## src/rtl/multicast_fanout.sv

```systemverilog
// rtl/multicast_fanout.sv - replicates one held flit to a masked subset of output ports
module multicast_fanout #(
  parameter int FAN_OUT     = 6,
  parameter int FLIT_SIZE   = 82,
  parameter int STALL_LIMIT = 100,
  parameter int CNT_W       = 16
) (
  input  logic                         clk,
  input  logic                         rst,
  input  logic [FLIT_SIZE-1:0]         in,
  input  logic                         in_valid,
  input  logic [FAN_OUT-1:0]           in_mask,
  output logic                         in_avail,
  output logic [FLIT_SIZE*FAN_OUT-1:0] out,
  output logic [FAN_OUT-1:0]           out_valid,
  input  logic [FAN_OUT-1:0]           out_avail,
  output logic                         stall,
  output logic [CNT_W-1:0]             drop_cnt
);

  localparam logic [0:0] IDLE      = 1'b0;
  localparam logic [0:0] REPLICATE = 1'b1;
  localparam int STALL_W = $clog2(STALL_LIMIT + 1);

  logic [0:0]           state;
  logic [FLIT_SIZE-1:0] hold;
  logic [FAN_OUT-1:0]   pending;
  logic [STALL_W-1:0]   stall_cnt;

  logic [FAN_OUT-1:0]   issue;
  logic [FAN_OUT-1:0]   remain;
  logic                 accept;
  logic                 slot_free;

  always_comb begin
    issue     = '0;
    remain    = pending & ~out_avail;
    if (state == REPLICATE) issue = pending & out_avail;
    // The slot frees in the same cycle its last copies leave, so a new flit needs no bubble
    slot_free = (state == IDLE) || (remain == '0);
    in_avail  = slot_free;
    accept    = in_valid && slot_free;
  end

  assign stall = (stall_cnt >= STALL_W'(STALL_LIMIT));

  always_ff @(posedge clk or negedge rst) begin
    if (!rst) begin
      state     <= IDLE;
      hold      <= '0;
      pending   <= '0;
      stall_cnt <= '0;
      out       <= '0;
      out_valid <= '0;
      drop_cnt  <= '0;
    end else begin
      out_valid <= issue;
      for (int i = 0; i < FAN_OUT; i++) begin
        if (issue[i]) out[i*FLIT_SIZE +: FLIT_SIZE] <= hold;
      end

      if (state == REPLICATE) begin
        pending <= remain;
        if (issue != '0) stall_cnt <= '0;
        else if (stall_cnt < STALL_W'(STALL_LIMIT)) stall_cnt <= stall_cnt + 1'b1;
      end

      if (slot_free) begin
        state     <= IDLE;
        stall_cnt <= '0;
        if (accept) begin
          if (in_mask != '0) begin
            hold    <= in;
            pending <= in_mask;
            state   <= REPLICATE;
          end else if (drop_cnt != '1) begin
            drop_cnt <= drop_cnt + 1'b1;
          end
        end
      end
    end
  end

endmodule
```

## config.mk

```make
export PLATFORM = sky130hd
export DESIGN_NAME = multicast_fanout
export DESIGN_NICKNAME = d
export VERILOG_FILES = /design/src/rtl/multicast_fanout.sv
export SDC_FILE = /design/constraint.sdc
export NUM_CORES = 1
export LEC_CHECK = 0
export BUFFER_PORTS_ARGS = -buffer_cell sky130_fd_sc_hd__buf_2
export CORE_AREA = 2 2 237 239
export CTS_BUF_LIST = sky130_fd_sc_hd__clkbuf_8
export CTS_CLUSTER_DIAMETER = 30
export DETAILED_ROUTE_END_ITERATION = 6
export DIE_AREA = 0 0 239 241
export GPL_TIMING_DRIVEN = 1
export PLACE_DENSITY = 0.66
export SLEW_MARGIN = 10
export SYNTH_ARGS = -nofsm -noshare
export SYNTH_HDL_FRONTEND = slang
export SYNTH_SLANG_ARGS = --single-unit
export TNS_END_PERCENT = 1
```

## constraint.sdc

```tcl
create_clock -name clk -period 4.4 [get_ports clk]
set_input_delay 0.88 -clock clk [delete_from_list [all_inputs] [get_ports clk]]
set_output_delay 0.88 -clock clk [all_outputs]
set_load 0.1 [all_outputs]
```

==> results_dict.tcl <==
set metrics [dict create \
    max-slew-margin-rel_pct 25.2 \
    start_util_pct 41.8 \
    synth_compound_area_share_pct 0.584 \
    cts_made_buffers 120 \
    worst-r2r-cell-count 6 \
    syn_nets 2168 \
    max_freq_mhz 305 \
    drive_above_1_share_pct 38.8 \
    seq_area_frac_synth_pct 66.6 \
    startpoint_type "register" \
    ys.flop_type "dfrtp_1" \
    synth_commonest_cells "996 x nand2_1, 610 x dfrtp_1, 244 x mux2_2" \
    rsz0062_at_grt "no" \
    overflow 0 \
    crit_type "reg2out" \
    synth.area.top_cells "dfrtp_1 67%, nand2_1 16%, mux2_2 12%" \
    avgViaCountPerCell 5.03 \
    fin_skew_ps 36.2 \
    synth_cell_types 28 \
    coreArea_um2 54900 \
    cts_tree "built" \
    grt_start_max_net_pins 85 \
    clk_latency_ps 720 \
    ys_warn_count 0 \
    final_nets 2829 \
    die_h_um 241 \
    rows 86 \
    synth_edf_count 0 \
    tightest_slew_ps 1120 \
    ff2ff_setup_slack_ps 1450 \
    holdBufCountCts 0 \
    timing.final.crit_share_pct 74.4 \
    synth.area.mux_share_pct 12.1 \
    drt-met1-wl_um 29400 \
    grt_pass1_wl_um 108000 \
    async_reset_ff_share_pct 100 \
    status "completed" \
    vias 17801 \
    drc_errors 0 \
    cts_setup_buffers 0 \
    cp.required_ps 3520 \
    drv_cap 0 \
    synth_most_common_cell "nand2_1" \
    place_congestion 0.846 \
    hpwl_um 48300 \
    yosys.area_share.simple_pct 17.7 \
    grt_util_all_layers_pct 24.8 \
    routed_wl_um 72700 \
    root_buffer "clkbuf_8" \
    synth_top_area_share_pct 66.6 \
    finalSetupViolCount 0 \
    grt_pass1_vias 18006 \
    min_path_type "in2async" \
    finalSetupTns_ps 0 \
    htree_levels 3 \
    synthXorXnorAreaFrac_pct 0.764 \
    drv_slew 0 \
    initialDrtViolationCount 1020 \
    cts_sinks 610 \
    syn_avg_cell_area_um2 11.1 \
    dr_wl_met3_um 6110 \
    die_area_um2 57600 \
    dr_wl_met2_um 34400 \
    final_antenna_net_count 0 \
    clk_pin_slew_ps 60 \
    hold_viol_final 0 \
    synth_top_family_by_area "simple AND/OR/NAND/NOR gates" \
    worstPathArrival_ps 2390 \
    top_layer_used "met5" \
    critPathMaxFanout 7 \
    cp-end-kind "output pin" \
    synth-seq-cells 610 \
    cts-resized-gates 0 \
    die_w_um 239 \
    io_buffers 612 \
    ios 613 \
    synth_top_area_cell "dfrtp_1" \
    area_growth_pct 29.8 \
    min_period_ps 3270 \
    synthCells 2068 \
    antenna_found_initial 6 \
    drt-pass1-iter-count 7 \
    wl_per_cell_um 20.5 \
    cts_buffer_depth 3 \
    yosys.area_share.adder_pct 0.164 \
    syn_area_um2 22900 \
]
==> logic make-up (layout without fill, tap and decap cells) <==
kind of cell,Yosys count,after routing
AOI/OAI and AO/OA,15,15
xor gates and xnor gates,20,20
adders and majority gates,3,3
buffers and inverters,118,883
DFF,610,610
muxes,247,247
other,0,5
and+or+nand+nor,1055,1055
==> final timing paths <==
kind,start,endpoint
min in group clk,in[77],hold[77]
max,stall_cnt[3],stall
max reg2reg,state,hold[67]
min reg2reg,out[87],out[87]
max in group asynchronous,rst,pending[2]
min,rst,hold[77]
==> stage by stage <==
| stage | utilization [%] | std cells | instance area (um^2) | hold WS [ps] | setup slack, ps |
|---|---|---|---|---|---|
| 5_1_grt | 54.2 | 3540 | 29700 | 186 | 992 |
| 3_5_place_dp | 48.9 | 3311 | 26800 | 457 | 1010 |
| 6_report | 54.2 | 3542 | 29700 | 165 | 1130 |
| 3_3_place_gp | 48.9 | 3311 | 26800 | 454 | 1090 |
| 2_1_floorplan | - | 2068 | 22900 | 484 | 1560 |
| 4_1_cts | 54.2 | 3537 | 29700 | 153 | 1050 |
==> critical path, stage by stage, from the launching register on <==
cell and delay, ps:
dfrtp_1 410, o311ai_1 820, inv_1 130, buf_2 340
==> layout make-up <==
type / instances / area [um^2]
Antenna cell: 5 / 12.5
Clock buffer: 147 / 2020
Clock inverter: 79 / 853
Fill cell: 4755 / 25100
Inverter: 16 / 66.3
Multi-Input combinational cell: 1340 / 7260
Sequential cell: 610 / 15300
Tap cell: 704 / 881
Timing Repair Buffer: 641 / 3380
==> registers in the layout (all words and copies together) (netlist names) <==
name / flops
out: 492
hold: 82
drop_cnt: 16
stall_cnt: 7
out_valid: 6
pending: 6
state: 1
==> routing by layer <==
layer,up-vias,track usage [%]
li1,7962,-
met1,8956,31.9
met2,723,39.2
met3,156,6.90
met4,4,11.0
met5,-,0
==> cell usage in the layout (no fill, tap or decap), types with 3 or more instances in the layout <==
| master | n |
|---|---|
| a21oi_1 | 3 |
| a32o_1 | 6 |
| and3_1 | 5 |
| buf_12 | 7 |
| buf_2 | 611 |
| buf_4 | 22 |
| bufinv_16 | 16 |
| clkbuf_8 | 147 |
| clkinv_2 | 24 |
| clkinv_4 | 4 |
| clkinvlp_4 | 6 |
| dfrtp_1 | 610 |
| diode_2 | 5 |
| ha_1 | 3 |
| inv_1 | 37 |
| inv_12 | 3 |
| mux2_1 | 3 |
| mux2_2 | 244 |
| nand2_1 | 996 |
| nand2b_1 | 4 |
| nand3_1 | 11 |
| nand3_4 | 6 |
| nand4_1 | 11 |
| nor2_1 | 13 |
| nor4_1 | 4 |
| xnor2_1 | 16 |
| xor2_1 | 4 |
Power is not shown: default switching activity piles up to over one toggle a cycle in this logic, so the estimate is an artifact.
